==> src/rtl/drug_delivery_controller.sv <==
// ---------------------------------------------------------------------------
// drug_delivery_controller
//
// Turns dose requests from the heart monitor into metered infusion-pump step
// pulses. Handles pump flow control (pump_ready), a post-dose lockout, a
// per-session dose limit and occlusion faults.
//
// Optional feature: define DELIVERY_WATCHDOG_EN to add a stall watchdog.
// While delivering, it faults after WATCHDOG_CYCLES consecutive cycles in
// which a step is due but pump_ready is low.
//
// Ports:
//   clk                    system clock, rising edge
//   rst                    synchronous active-high reset
//   drug_delivery_activate dose request level; its rising edge is a request
//   drug_dosage[3:0]       dose size in units, sampled on the request edge
//   pump_ready             pump can accept a step
//   occlusion              line-occlusion sensor, active high
//   fault_clear            one-cycle pulse that clears a fault
//   pump_step              one-cycle step pulse to the pump
//   busy                   high while delivering or in lockout
//   dose_done              one-cycle pulse coincident with the last step
//   fault                  sticky fault flag
//   limit_reached          dose_count has hit MAX_DOSES
//   dose_count[3:0]        completed doses, saturating at MAX_DOSES
// ---------------------------------------------------------------------------
module drug_delivery_controller #(
  parameter int STEPS_PER_UNIT  = 4,
  parameter int STEP_PERIOD     = 8,
  parameter int LOCKOUT_CYCLES  = 64,
  parameter int MAX_DOSES       = 8,
  parameter int WATCHDOG_CYCLES = 32
) (
  input  logic       clk,
  input  logic       rst,
  input  logic       drug_delivery_activate,
  input  logic [3:0] drug_dosage,
  input  logic       pump_ready,
  input  logic       occlusion,
  input  logic       fault_clear,
  output logic       pump_step,
  output logic       busy,
  output logic       dose_done,
  output logic       fault,
  output logic       limit_reached,
  output logic [3:0] dose_count
);

  localparam int REM_W = 4 + $clog2(STEPS_PER_UNIT) + 1;
  localparam int TMR_W = $clog2(STEP_PERIOD);
  localparam int LCK_W = (LOCKOUT_CYCLES > 1) ? $clog2(LOCKOUT_CYCLES) : 1;

  if (STEP_PERIOD < 2 || WATCHDOG_CYCLES < 1) begin : g_param_check
    $error("drug_delivery_controller: STEP_PERIOD must be >= 2 and WATCHDOG_CYCLES >= 1");
  end

  typedef enum logic [1:0] {
    S_IDLE,
    S_DELIVER,
    S_LOCKOUT,
    S_FAULT
  } state_t;

  state_t           state;
  logic             act_d;
  logic [REM_W-1:0] remaining;
  logic [TMR_W-1:0] timer;
  logic [LCK_W-1:0] lock_cnt;
  logic             req_edge;
  logic             at_terminal;

`ifdef DELIVERY_WATCHDOG_EN
  localparam int WD_W = (WATCHDOG_CYCLES > 1) ? $clog2(WATCHDOG_CYCLES) : 1;
  logic [WD_W-1:0] wd_cnt;
`endif

  // Saturating increment of the completed-dose counter.
  function automatic logic [3:0] sat_inc(input logic [3:0] cnt);
    if (cnt >= 4'(MAX_DOSES)) return cnt;
    else                      return cnt + 4'd1;
  endfunction

  assign req_edge      = drug_delivery_activate & ~act_d;
  assign at_terminal   = (timer == TMR_W'(STEP_PERIOD - 1));
  assign limit_reached = (dose_count == 4'(MAX_DOSES));

  always_ff @(posedge clk) begin
    if (rst) begin
      state      <= S_IDLE;
      act_d      <= 1'b0;
      remaining  <= '0;
      timer      <= '0;
      lock_cnt   <= '0;
      pump_step  <= 1'b0;
      busy       <= 1'b0;
      dose_done  <= 1'b0;
      fault      <= 1'b0;
      dose_count <= 4'd0;
`ifdef DELIVERY_WATCHDOG_EN
      wd_cnt     <= '0;
`endif
    end else begin
      act_d     <= drug_delivery_activate;
      pump_step <= 1'b0;
      dose_done <= 1'b0;

      case (state)
        S_IDLE: begin
          if (occlusion) begin
            state <= S_FAULT;
            fault <= 1'b1;
          end else if (req_edge && drug_dosage != 4'd0 && !limit_reached && !fault) begin
            state     <= S_DELIVER;
            remaining <= REM_W'(drug_dosage) * REM_W'(STEPS_PER_UNIT);
            timer     <= '0;
            busy      <= 1'b1;
`ifdef DELIVERY_WATCHDOG_EN
            wd_cnt    <= '0;
`endif
          end
        end

        S_DELIVER: begin
          // Occlusion outranks a due step, including the final one.
          if (occlusion) begin
            state     <= S_FAULT;
            fault     <= 1'b1;
            busy      <= 1'b0;
            remaining <= '0;
            timer     <= '0;
          end else if (at_terminal && pump_ready) begin
            pump_step <= 1'b1;
            remaining <= remaining - REM_W'(1);
            timer     <= '0;
`ifdef DELIVERY_WATCHDOG_EN
            wd_cnt    <= '0;
`endif
            if (remaining == REM_W'(1)) begin
              state      <= S_LOCKOUT;
              lock_cnt   <= '0;
              dose_done  <= 1'b1;
              dose_count <= sat_inc(dose_count);
            end
          end else if (!at_terminal) begin
            timer <= timer + TMR_W'(1);
`ifdef DELIVERY_WATCHDOG_EN
          end else if (wd_cnt == WD_W'(WATCHDOG_CYCLES - 1)) begin
            // Pump stalled too long: treated exactly like an occlusion.
            state     <= S_FAULT;
            fault     <= 1'b1;
            busy      <= 1'b0;
            remaining <= '0;
            timer     <= '0;
            wd_cnt    <= '0;
          end else begin
            wd_cnt <= wd_cnt + WD_W'(1);
`endif
          end
        end

        S_LOCKOUT: begin
          // Requests are not latched here; act_d keeps tracking the input so
          // a level held through lockout never counts as a new edge.
          if (occlusion) begin
            state <= S_FAULT;
            fault <= 1'b1;
            busy  <= 1'b0;
          end else if (lock_cnt == LCK_W'(LOCKOUT_CYCLES - 1)) begin
            state <= S_IDLE;
            busy  <= 1'b0;
          end else begin
            lock_cnt <= lock_cnt + LCK_W'(1);
          end
        end

        S_FAULT: begin
          if (fault_clear && !occlusion) begin
            state <= S_IDLE;
            fault <= 1'b0;
          end
        end

        default: state <= S_IDLE;
      endcase
    end
  end

endmodule

==> config.mk <==
export PLATFORM = sky130hd
export DESIGN_NAME = drug_delivery_controller
export DESIGN_NICKNAME = d
export VERILOG_FILES = /design/src/rtl/drug_delivery_controller.sv
export SDC_FILE = /design/constraint.sdc
export NUM_CORES = 1
export LEC_CHECK = 0
export BUFFER_PORTS_ARGS = -buffer_cell sky130_fd_sc_hd__buf_2
export CAP_MARGIN = 20
export CORE_ASPECT_RATIO = 0.5
export CORE_UTILIZATION = 58
export DETAILED_ROUTE_END_ITERATION = 16
export GPL_TIMING_DRIVEN = 0
export PLACE_DENSITY = 0.77
export SYNTH_ARGS = -nofsm -noshare
export SYNTH_HDL_FRONTEND = slang
export SYNTH_SLANG_ARGS = --single-unit
==> constraint.sdc <==
create_clock -name clk -period 2.3 [get_ports clk]
set_input_delay 0.46 -clock clk [delete_from_list [all_inputs] [get_ports clk]]
set_output_delay 0.46 -clock clk [all_outputs]
set_load 0.02 [all_outputs]
# Word-level counts from Yosys, hierarchy flattened
# Index checks and enable logic that the tools add are counted.
dict set report word_totals {
  elab_cells 103
  reg_bits 27
}
dict set report op_classes {
  reduce_logical 23
  n_lt_le_gt_ge 1
  addsub 4
  bitwise_logic 6
  eq_ne 22
  mux 37
}
# cell n
set ops {}
lappend ops {{$mux W6} 5}
lappend ops {{$mux W7} 4}
lappend ops {{$ne A2 B2 Y1 const B} 9}
lappend ops {{$mux W2} 8}
lappend ops {{$mux W3} 5}
lappend ops {{$reduce_and A5 Y1} 3}
lappend ops {{$pmux W7 S2} 1}
lappend ops {{$ne A3 B3 Y1 const B} 4}
lappend ops {{$pmux W6 S2} 1}
lappend ops {{$mux W1} 9}
lappend ops {{$pmux W2 S4} 1}
lappend ops {{$reduce_and A4 Y1} 2}
lappend ops {{$eq A7 B1 Y1 const B} 1}
lappend ops {{$sub A7 B1 Y7 const B} 1}
lappend ops {{$add A6 B1 Y6 const B} 1}
lappend ops {{$eq A6 B6 Y1 const B} 1}
lappend ops {{$pmux W3 S2} 1}
lappend ops {{$reduce_and A6 Y1} 1}
lappend ops {{$reduce_or A3 Y1} 2}
lappend ops {{$logic_and A1 B1 Y1} 5}
lappend ops {{$not A1 Y1} 5}
lappend ops {{$add A4 B1 Y4 const B} 1}
lappend ops {{$eq A2 B2 Y1 const B} 2}
lappend ops {{$eq A4 B4 Y1 const B} 1}
lappend ops {{16 further kinds} 19}

# Longest topological paths before layout
# Gate-level depths: netlist (run 1).
dict set report depth {
  word_depth 8
  ltp_mapped 7
  mapped_depth_nobuf 6
}

# Worst setup path after synthesis (run 1)
# No wires, ideal clock.
dict set report synth_timing {
  path_kind {reg2reg}
  from {register timer[0]}
  to {register lock_cnt[5]}
  period_less_slack_ps 1873
  setup_ps 70
  t_arrival_ps 1803
  t_required_ps 2230
  stages_incl_launch_ff 8
  setup_slack_ps 427
  path_cell_list {dfxtp_1 ha_1 ha_1 and4bb_1 a21boi_2 buf_6 or4_1 a21oi_1}
}
dict set report synth_via {
  elab_chain_cells 4
}
# item line_no
set synth_lines {}
lappend synth_lines {{from (decl)} 67} ;# logic [TMR_W-1:0] timer;
lappend synth_lines {{from (signal assigned)} 145} ;# timer <= timer + TMR_W'(1);
lappend synth_lines {{$eq A3 B3 Y1} 84} ;# assign at_terminal = (timer == TMR_W'(STEP_PERIOD - 1));
lappend synth_lines {{$logic_and A1 B1 Y1} 131} ;# end else if (at_terminal && pump_ready) begin
lappend synth_lines {{$ne A2 B2 Y1 (no source line)} n/a}
lappend synth_lines {{$reduce_and A6 Y1 (no source line)} n/a}
lappend synth_lines {{to (signal assigned)} 172} ;# lock_cnt <= lock_cnt + LCK_W'(1);
lappend synth_lines {{to (decl)} 68} ;# logic [LCK_W-1:0] lock_cnt;
# No other way between the ends.
# A chain may end at the register's enable or synchronous reset.

# Final worst setup path (run 1)
dict set report layout_timing {
  from {register state[1]}
  to {register state[1]}
}
dict set report layout_via {
  elab_chain_cells 3
}
# item line_no
set layout_lines {}
lappend layout_lines {{from (decl)} 64} ;# state_t state;
lappend layout_lines {{from (signal assigned)} 89} ;# state <= S_IDLE;
lappend layout_lines {{from (signal assigned)} 110} ;# state <= S_FAULT;
lappend layout_lines {{from (signal assigned)} 113} ;# state <= S_DELIVER;
lappend layout_lines {{$eq A2 B1 Y1, or another cell as far along} 107} ;# case (state)
lappend layout_lines {{$ne A3 B3 Y1 (no source line) or $ne A2 B2 Y1 (tied branches)} n/a}
lappend layout_lines {{$reduce_and A5 Y1 (no source line)} n/a}
# Several ways; a longest one is shown, not always the timed one.

==> summary.txt, run 1 <==
STA
  – Max-slew violations: 0
  – Hold Violations, Final: 0
  – Max Freq: 471 MHz
  – Max-slew headroom at the worst pin: between 60% and 70%
  – Final WS setup: approximately 0.18 ns
  – Final Cycle Share: 92.3%
  – Unrepaired setup endpoints after global routing: no
  – Setup TNS: 0 ns
  – Final setup fails: 0
  – Slew @ Worst Pin: 0.494 ns
  – WHS: around 0.41 ns
  – Post-Route Skew: ~0.0042 ns
  – Final min period: ~2.1 ns

Pwr
  – Power share of the sequential group: 35.4%
  – Net Sw Power: ~780 µW
  – Pwr dens: ~1000 nW/µm²
  – Comb pwr share: 49.0%
  – Leak: around 0.73 nW
  – Clock power share: 15.6%
  – Sw frac: 42.4%
  – Int Pwr: ~1.1 mW
  – VDD IR-drop max: between 0.4 and 0.5 mV
  – Total power draw: roughly 1.8 mW

Yosys
  – Synth area leaders: dfxtp_1, ha_1, a21oi_1, nand3_1, nor2_1
  – Mapped Nets: 220
  – Largest area contributor in the netlist: dfxtp_1
  – Ys Warns: 0
  – Post-Synth Adder-Cell Area: between 8 and 9%
  – FFs w/ async S/R, synth: 0%
  – Synth Area in Compound Gates: between 20% and 30%
  – EDFF count, synth: 0
  – Mapped Cells: about 200
  – #FFs+latches synth: 27
  – Main synth FF type: dfxtp_1
  – Largest family of logic cells by synthesized area: simple AND/OR/NAND/NOR gates
  – Synth Cell Area: between 1500 and 2000 µm²
  – Synthesized area per cell: 8.56 µm²
  – Post-synthesis mux area share: 4.35%
  – Simple-Gate Fraction of Synth Area: a little over a quarter
  – Unique masters post-synth: 49
  – Top cell type's share of synthesized area: a little under a third
  – Sequential share of the synthesized area: 31.9%
  – Post-synthesis xor/xnor area fraction: 0.517%

Flow run
  – Max_cap viols: 0

Route
  – DRT iter0 DRCs: 90
  – Via count: 1537
  – DR WL/cell: between 10 and 15 µm
  – Detailed Route WL: roughly 3800 µm
  – Vias per Instance: around 6
  – DR DRC count: 0
  – Antenna-violating nets left: 0
  – DRT Pass-1 Iters: 4

Setup path
  – Reg-to-reg setup timing slack: about 0.18 ns
  – Critical path data arrival time: 2.30 ns
  – Worst-path cell chain: inv_1 -> ha_1 -> nand2b_1 -> clkbuf_1 -> a21oi_1 -> a2111oi_2 -> mux2_1
  – Crit-path max FO: 9
  – CP startpoint kind: register
  – Slowest library cell on the worst path: dfxtp_1
  – WP data required: roughly 2.5 ns
  – Worst r2r src: state[1]
  – Crit-path max cell delay: roughly 0.4 ns
  – CP endpoint kind: register
  – R2r endpoint: state[1]
  – Reg2Reg Depth: 7
  – Worst Setup Path Type: reg2reg

Die
  – CORE AREA: about 2700 µm²
  – Starting density of the core: a little over three fifths
  – Top Ports: 19
  – Horiz. Die Dim: between 70 and 80 µm
  – Chip Height: between 40 and 50 µm
  – Row count: 13
  – Die area: ~3200 µm²

CTS
  – Postcts setup bufs: 0
  – Htree depth: 1
  – Clock latency on the worst-skew pair: 0.28 ns
  – Reg clk slew, reported paths: ~0.1 ns
  – CTS tree: built
  – Max Root-Sink Buffers: 2
  – Clock sinks: 27
  – Num CTS Buffers: 3
  – Root Driver: clkbuf_8

Global routing
  – Initial antenna violation count: 0
  – Met2 Use GR: about 47%
  – Met3 global-route usage: under 10%
  – Most Crowded Layer GR: met2
  – First-pass GRT wire length: between 6000 and 7000 µm
  – GR Util met1: between 30% and 40%
  – GRT Total Usage: 26.4%
  – Global route overflow: 0
  – Largest net degree at the start of global routing: 17
  – Vias in the first global route: approximately 1400

Place
  – GPL Wtd Cong: roughly 0.88
  – PortBufs: 17
  – Pre-CTS WS: 0.0732 ns
  – Dpl hpwl: just under 3000 µm
  – Post-placement cell count: roughly 250

Final layout
  – Fin cells: approximately 260
  – Layout Nets: around 240
  – Layout cell share with drive strength beyond 1: approximately 15%
  – ANT cells: 0
  – Area grow syn2layout: 10.8%

Min path
  – Worst hold start: drug_delivery_activate
  – Worst Hold Class: in2reg
  – Hold Path Depth: 2
  – Hold EP: act_d

Status
  – Status: completed
==> per-layer routing <==
| layer | vias to the layer above | part of all wire (%) |
|---|---|---|
| li1 | 779 | - |
| met2 | 31 | 45 |
| met3 | 7 | 4.2 |
| met4 | 0 | 0.76 |
| met1 | 720 | 50 |
| met5 | - | 0 |
==> how the worst max path moves through the flow <==
| stage | endpoint | cells past startpoint | start |
|---|---|---|---|
| 6_report | state[1] | 7 | state[1] |
| 5_1_grt | lock_cnt[5] | 7 | timer[0] |
| 4_1_cts | dose_count[1] | 7 | state[1] |
| 3_5_place_dp | dose_count[1] | 7 | occlusion |
| 3_3_place_gp | dose_count[1] | 7 | occlusion |
| 2_1_floorplan | lock_cnt[5] | 7 | timer[0] |
==> cells in the final DEF, fill, tap and decap left out, types with 3 or more instances in the layout <==
cell type | Yosys | layout
a21oi_1 | 19 | 19
a31oi_1 | 3 | 3
and2_1 | 3 | 3
buf_2 | 0 | 17
clkbuf_1 | 7 | 7
clkbuf_8 | 0 | 3
dfxtp_1 | 27 | 27
ha_1 | 12 | 12
inv_1 | 13 | 13
mux2i_1 | 4 | 4
nand2_1 | 5 | 5
nand2b_1 | 7 | 7
nand3_1 | 11 | 11
nand3b_1 | 4 | 4
nor2_1 | 14 | 14
nor2b_1 | 7 | 6
nor3_1 | 3 | 3
nor3b_1 | 4 | 4
o21ai_0 | 6 | 6
o21ai_1 | 3 | 3
o31ai_1 | 4 | 4
or4_1 | 5 | 5
==> area by class of cell <==
class,count,area [µm²]
well taps,37,46.3
plain buffers,9,41.3
clock buffers,3,41.3
fillers,238,806
repair buffers,17,85.1
inverters,14,52.6
clock inverters,1,7.51
multi-input cells,148,1060
flip-flops and latches,27,541
==> critical path: cells and delay by family, from the launching register on <==
kind,cells,cell delay [ns]
muxes,1,0.37
DFF,1,0.40
adders and majority gates,1,0.27
AOI/OAI and AO/OA,2,0.43
buffers and inverters,2,0.45
and+or+nand+nor,1,0.10
==> registers in the layout, summed over array words and instances, names as in the netlist <==
signal / flops
remaining: 7
lock_cnt: 6
dose_count: 4
timer: 3
state: 2
act_d: 1
busy: 1
dose_done: 1
fault: 1
pump_step: 1
==> power groups by stage <==
stage,clock network (mW),logic (mW),registers (mW)
5_1_grt,0.317,1.00,0.665
3_3_place_gp,0,0.862,0.655
4_1_cts,0.292,0.894,0.651
6_report,0.288,0.902,0.652
2_1_floorplan,0,0.691,0.654
3_5_place_dp,0,0.890,0.661
==> what timing repair did <==
| item | in CTS | in global routing |
|---|---|---|
| hold buffers | 0 | 0 |
| gates resized for setup | 0 | 1 |
| setup endpoints to repair | 0 | 1 |
==> synth_stat cells (all sizes together) (5+ instances only) <==
master  count
nor2       14
a21oi      19
or4         5
o21ai       9
nand2       5
clkbuf      7
inv        14
nor2b       7
nand3      11
ha         12
nand2b      7
dfxtp      27
nor3b       5
==> per-stage QoR <==
step | instance area (µm²) | util [%]
global route | 1880 | 70.0
floorplan | 1700 | -
global placement | 1830 | 68.1
detailed placement | 1830 | 68.1
CTS | 1880 | 69.9
finish | 1880 | 70.0
==> cell families (layout without fill, tap and decap cells) <==
group	after synthesis	count (layout)
simple gates	73	73
compound gates	55	55
flops	27	27
buf+inv	23	44
fa+ha+maj	12	12
mux	7	7
xor+xnor	1	1
Note: power is estimated with default switching activity, not from simulation.
==> inputs of run 2 (changes only) <==
BUFFER_PORTS_ARGS = -buffer_cell sky130_fd_sc_hd__clkbuf_2   (was -buffer_cell sky130_fd_sc_hd__buf_2)
PLACE_DENSITY = 0.79   (was 0.77)
==> summary.txt, run 2 (synthesis results as in run 1) <==
Setup path
  – Reg2Reg Depth: 7 (unchanged)
  – WP data required: 2.47 ns (was 2.48 ns)
  – Worst Setup Path Type: reg2reg (unchanged)
  – R2r endpoint: state[1] (unchanged)
  – Crit-path max cell delay: 0.42 ns (was 0.40 ns)
  – Crit-path max FO: 9 (unchanged)
  – Worst-path cell chain: inv_1 -> ha_1 -> nand2b_1 -> clkbuf_1 -> a21oi_1 -> a2111oi_2 -> mux2_1 (unchanged)
  – Slowest library cell on the worst path: dfxtp_1 (unchanged)
  – CP endpoint kind: register (unchanged)
  – Worst r2r src: state[1] (unchanged)
  – Critical path data arrival time: 2.30 ns (about the same)
  – Reg-to-reg setup timing slack: 0.17 ns (was 0.18 ns)
  – CP startpoint kind: register (unchanged)

STA
  – Post-Route Skew: 0.00353 ns (was 0.00421 ns)
  – Final Cycle Share: 92.4% (was 92.3%)
  – Final WS setup: 0.174 ns (was 0.176 ns)
  – Max Freq: 470 MHz (was 471 MHz)
  – Unrepaired setup endpoints after global routing: no (unchanged)
  – Max-slew headroom at the worst pin: 65.0% (was 67.1%)
  – Slew @ Worst Pin: 0.525 ns (was 0.494 ns)
  – Final setup fails: 0 (unchanged)
  – Setup TNS: 0 ns (unchanged)
  – Hold Violations, Final: 0 (unchanged)
  – Final min period: 2.13 ns (was 2.12 ns)
  – Max-slew violations: 0 (unchanged)

Min path
  – Hold Path Depth: 2 (unchanged)
  – Worst Hold Class: in2reg (unchanged)
  – Worst hold start: drug_delivery_activate (unchanged)
  – Hold EP: act_d (unchanged)

Final layout
  – Largest regs: remaining: 7 flops, lock_cnt: 6 flops, dose_count: 4 flops (unchanged)
  – Commonest non-fill, non-tap cell in the layout: dfxtp_1 (unchanged)
  – Commonest non-fill, non-tap cells in the layout: dfxtp_1, a21oi_1, clkbuf_2, nor2_1, inv_1 (was dfxtp_1, a21oi_1, buf_2, nor2_1, inv_1)
  – Reg with most FFs: remaining (unchanged)
  – Max reg flops: 7 (unchanged)
  – Layout cell share with drive strength beyond 1: 15.1% (unchanged)
  – Area grow syn2layout: 10.8% (unchanged)
  – Finished layout cell area: 1880 µm² (unchanged)
  – Fillers: 235 (was 238)
  – Final core utilization: 70.0% (unchanged)
  – Layout Nets: 242 (unchanged)
  – ANT cells: 0 (unchanged)

Pwr
  – Comb pwr share: 48.9% (was 49.0%)
  – VDD IR-drop max: 0.556 mV (was 0.483 mV)
  – Clock power share: 15.6% (about the same)
  – Net Sw Power: 775 µW (was 781 µW)
  – Int Pwr: 1.06 mW (about the same)
  – Leak: 0.727 nW (was 0.733 nW)
  – Power share of the sequential group: 35.6% (was 35.4%)
  – Pwr dens: 977 nW/µm² (was 981 nW/µm²)
  – Sw frac: 42.2% (was 42.4%)

Place
  – Placed inst area: 1830 µm² (unchanged)
  – PortBufs: 17 (unchanged)
  – Dpl hpwl: 2790 µm (was 2920 µm)
  – Pre-CTS WS: 0.0388 ns (was 0.0732 ns)
  – GPL Wtd Cong: 0.867 (was 0.883)

Global routing
  – Global route overflow: 0 (unchanged)
  – Most Crowded Layer GR: met2 (unchanged)
  – First-pass GRT wire length: 5980 µm (was 6140 µm)
  – Met2 Use GR: 43.2% (was 47.1%)
  – Initial antenna violation count: 0 (unchanged)
  – Largest net degree at the start of global routing: 17 (unchanged)
  – GRT Total Usage: 25.5% (was 26.4%)
  – Met3 global-route usage: 6.36% (was 6.82%)
  – GR Util met1: 34.1% (was 33.1%)
  – Vias in the first global route: 1288 (was 1351)

CTS
  – Root Driver: clkbuf_8 (unchanged)
  – Reg clk slew, reported paths: 0.10 ns (about the same)
  – Num CTS Buffers: 3 (unchanged)
  – Htree depth: 1 (unchanged)
  – Clock latency on the worst-skew pair: 0.28 ns (about the same)
  – # hold bufs at CTS: 0 (unchanged)
  – Clock sinks: 27 (unchanged)
  – CTS tree: built (unchanged)
  – Max Root-Sink Buffers: 2 (unchanged)

Flow run
  – Max_cap viols: 0 (unchanged)

Route
  – DRT iter0 DRCs: 82 (was 90)
  – Antenna-violating nets left: 0 (unchanged)
  – DRT Pass-1 Iters: 4 (unchanged)
  – DR WL/cell: 14.5 µm (was 15.0 µm)
  – Detailed Route WL: 3720 µm (was 3830 µm)
  – Via count: 1511 (was 1537)
  – DR DRC count: 0 (unchanged)
  – Vias per Instance: 5.90 (was 6.00)

Status
  – Status: completed (unchanged)

Die
  – Die area: 3160 µm² (unchanged)
  – Top Ports: 19 (unchanged)
  – CORE AREA: 2680 µm² (unchanged)
  – Horiz. Die Dim: 78.5 µm (unchanged)
  – Starting density of the core: 63.2% (unchanged)
  – Row count: 13 (unchanged)
  – Chip Height: 40.2 µm (unchanged)
run 2: changes by cell type in the layout (fill, tap and decap cells not counted):
cell / delta
buf_2: -17
clkbuf_2: +17
run 2: cell type report:
type / instances / area, µm² / share of cell area, %
tap: 37 / 46.3 / 2.47
timing repair buffer: 17 / 85.1 / 4.53
buffer: 9 / 41.3 / 2.20
clock inverter: 1 / 7.51 / 0.400
multi-input combinational: 148 / 1060 / 56.6
sequential: 27 / 541 / 28.8
inverter: 14 / 52.6 / 2.80
clock buffer: 3 / 41.3 / 2.20
run 2: power by group through the flow:
stage / registers (mW) / logic, mW / clock network (mW)
6_report: 0.652 / 0.897 / 0.285
2_1_floorplan: 0.654 / 0.691 / 0
3_5_place_dp: 0.659 / 0.883 / 0
5_1_grt: 0.663 / 0.998 / 0.309
4_1_cts: 0.651 / 0.887 / 0.285
3_3_place_gp: 0.655 / 0.858 / 0
run 2: how the worst max path moves through the flow:
stage          startpoint            end  cells after the start
5_1_grt          state[1]       timer[1]                      7
2_1_floorplan    timer[0]    lock_cnt[5]                      7
6_report         state[1]       state[1]                      7
4_1_cts          state[1]  dose_count[1]                      7
3_5_place_dp    occlusion  dose_count[1]                      7
3_3_place_gp    occlusion  dose_count[1]                      7
run 2: repair_timing:
item,CTS,global route
setup buffers,0,0
endpoints found under the setup margin,0,2
resized for setup,0,1
run 2: metal layers:
metal / vias to the layer above / share of wire (%) / wire, µm
met3: 2 / 4.5 / 169
met1: 708 / 52 / 1930
li1: 773 / - / -
met4: 0 / 0.22 / 8
met2: 28 / 43 / 1610
met5: - / 0 / 0
run 2: stage by stage:
stage | instances | power (mW) | hold slack (ns)
2_1_floorplan | 198 | 1.35 | 0.452
3_3_place_gp | 252 | 1.51 | 0.464
3_5_place_dp | 252 | 1.54 | 0.477
4_1_cts | 256 | 1.82 | 0.426
5_1_grt | 256 | 1.97 | 0.417
6_report | 256 | 1.83 | 0.431
run 2: worst max-delay path: cells and delay by family (launching register included):
kind / cells / cell delay [ns]
flip-flops: 1 / 0.42
AO/OA/AOI/OAI: 2 / 0.43
buffers and inverters: 2 / 0.46
AND/OR/NAND/NOR: 1 / 0.09
adder cells (fa/ha/maj): 1 / 0.26
multiplexers: 1 / 0.37
==> inputs of run 3 (changes only) <==
REMOVE_ABC_BUFFERS = 1   (was not set)
==> summary.txt, run 3 (synthesis results as in run 1) <==
Status
  – Status: completed (unchanged)

Final layout
  – ANT cells: 0 (unchanged)
  – Largest regs: remaining: 7 flops, lock_cnt: 6 flops, dose_count: 4 flops (unchanged)
  – Multi-input logic area: 1060 µm² (unchanged)
  – Area grow syn2layout: 8.41% (was 10.8%)
  – Fillers: 225 (was 235)
  – Layout cell share with drive strength beyond 1: 15.2% (was 15.1%)
  – Register area: 541 µm² (unchanged)
  – Layout Nets: 234 (was 242)
  – Fin cells: 248 (was 256)
  – Commonest non-fill, non-tap cells in the layout: dfxtp_1, a21oi_1, clkbuf_2, nor2_1, inv_1 (unchanged)
  – Commonest non-fill, non-tap cell in the layout: dfxtp_1 (unchanged)
  – Final core utilization: 68.5% (was 70.0%)
  – Reg with most FFs: remaining (unchanged)
  – Max reg flops: 7 (unchanged)

CTS
  – Root Driver: clkbuf_8 (unchanged)
  – # hold bufs at CTS: 0 (unchanged)
  – Num CTS Buffers: 3 (unchanged)
  – Clock sinks: 27 (unchanged)
  – Htree depth: 1 (unchanged)
  – Reg clk slew, reported paths: 0.10 ns (about the same)
  – Postcts setup bufs: 0 (unchanged)
  – Max Root-Sink Buffers: 2 (unchanged)
  – Clock latency on the worst-skew pair: 0.28 ns (about the same)
  – Post_cts resized: 0 (unchanged)
  – CTS tree: built (unchanged)

Die
  – Starting density of the core: 63.2% (unchanged)
  – CORE AREA: 2680 µm² (unchanged)
  – Row count: 13 (unchanged)
  – Horiz. Die Dim: 78.5 µm (unchanged)
  – Chip Height: 40.2 µm (unchanged)
  – Top Ports: 19 (unchanged)
  – Die area: 3160 µm² (unchanged)

Min path
  – Worst Hold Class: in2reg (unchanged)

Global routing
  – GRT Total Usage: 25.6% (was 25.5%)
  – Global route overflow: 0 (unchanged)
  – Vias in the first global route: 1296 (was 1288)
  – Initial antenna violation count: 0 (unchanged)
  – First-pass GRT wire length: 5970 µm (was 5980 µm)
  – Largest net degree at the start of global routing: 27 (was 17)

STA
  – Post-Route Skew: 0.0139 ns (was 0.00353 ns)
  – Final min period: 2.16 ns (was 2.13 ns)
  – Unrepaired setup endpoints after global routing: yes (was no)
  – WHS: 0.435 ns (was 0.431 ns)
  – Slew @ Worst Pin: 0.772 ns (was 0.525 ns)
  – Max-slew violations: 0 (unchanged)
  – Final setup fails: 0 (unchanged)
  – Final Cycle Share: 94.0% (was 92.4%)
  – Max Freq: 463 MHz (was 470 MHz)
  – Hold Violations, Final: 0 (unchanged)
  – Final WS setup: 0.138 ns (was 0.174 ns)
  – Max-slew headroom at the worst pin: 48.5% (was 65.0%)

Setup path
  – CP startpoint kind: register (unchanged)
  – Worst path bufs/invs: 0 (was 2)
  – Worst Setup Path Type: reg2reg (unchanged)
  – Crit-path max cell delay: 0.40 ns (was 0.42 ns)
  – Crit-path max FO: 6 (was 9)
  – Slowest library cell on the worst path: and4bb_1 (was dfxtp_1)
  – CP endpoint kind: register (unchanged)
  – Crit-path leading delay family: compound AO/OA/AOI/OAI gates (was buffers and inverters)
  – WP data required: 2.46 ns (was 2.47 ns)
  – Worst-path cell chain: ha_1 -> ha_1 -> and4bb_1 -> a21oi_1 -> a2111oi_2 -> mux2_1 (was inv_1 -> ha_1 -> nand2b_1 -> clkbuf_1 -> a21oi_1 -> a2111oi_2 -> mux2_1)
  – CP most frequent cell: ha_1
  – Critical path data arrival time: 2.33 ns (was 2.30 ns)

Route
  – DR DRC count: 0 (unchanged)
  – DR WL/cell: 14.8 µm (was 14.5 µm)
  – DRT Pass-1 Iters: 4 (unchanged)
  – Antenna-violating nets left: 0 (unchanged)
  – Via count: 1508 (was 1511)
  – Vias per Instance: 6.08 (was 5.90)
  – DRT iter0 DRCs: 79 (was 82)
  – Detailed Route WL: 3660 µm (was 3720 µm)

Place
  – Dpl hpwl: 2750 µm (was 2790 µm)
  – Pre-CTS WS: 0.0827 ns (was 0.0388 ns)
  – PortBufs: 18 (was 17)
  – GPL Wtd Cong: 0.797 (was 0.867)
  – Post-placement cell count: 244 (was 252)

Pwr
  – VDD IR-drop max: 0.651 mV (was 0.556 mV)
  – Total power draw: 1.80 mW (was 1.83 mW)
  – Leak: 0.717 nW (was 0.727 nW)
  – Pwr dens: 979 nW/µm² (was 977 nW/µm²)

Flow run
  – Max_cap viols: 0 (unchanged)
## run 3: cell types whose count changed in the layout (fill, tap and decap cells not counted), sizes merged
cell,delta
clkinvlp,-1
clkbuf,-5
buf,-2
## run 3: layer usage
metal  global-route usage (%)  up-vias  part of all wire (%)  wire length (µm)
met5                        0        -                     0                 0
met4                     6.48        0                  0.46                17
li1                         -      759                     -                 -
met1                     32.6      705                    47              1720
met3                     5.91        2                   5.5               203
met2                     45.6       42                    47              1710
## run 3: worst min-delay path: cells and delay by family
family                 cells  cell delay (ns)
buffers and inverters      1             0.09
and+or+nand+nor            2             0.13
## run 3: stage by stage
stage / instance area (µm²) / setup TNS (ns)
after global placement: 1790 / 0
after CTS: 1840 / 0
final: 1840 / 0
after global routing: 1840 / -0.0198
after detailed placement: 1790 / 0
after floorplan: 1650 / 0
## run 3: layout make-up
type,count,share of cell area [%]
Multi-Input combinational cell,148,57.9
Inverter,14,2.86
Sequential cell,27,29.4
Tap cell,37,2.52
Clock buffer,4,2.45
Timing Repair Buffer,18,4.90
## run 3: final timing paths
path,start,slack (ns),cells after the start,end
max,timer[0],0.14,6,state[0]
min,pump_ready,0.44,3,pump_step
max reg2reg,timer[0],0.14,6,state[0]
min reg2reg,timer[1],0.49,2,timer[1]
## run 3: power breakdown
part / switching, mW / internal, mW
clock: 0.153 / 0.125
combinational: 0.509 / 0.363
sequential: 0.0939 / 0.557
total: 0.755 / 1.04
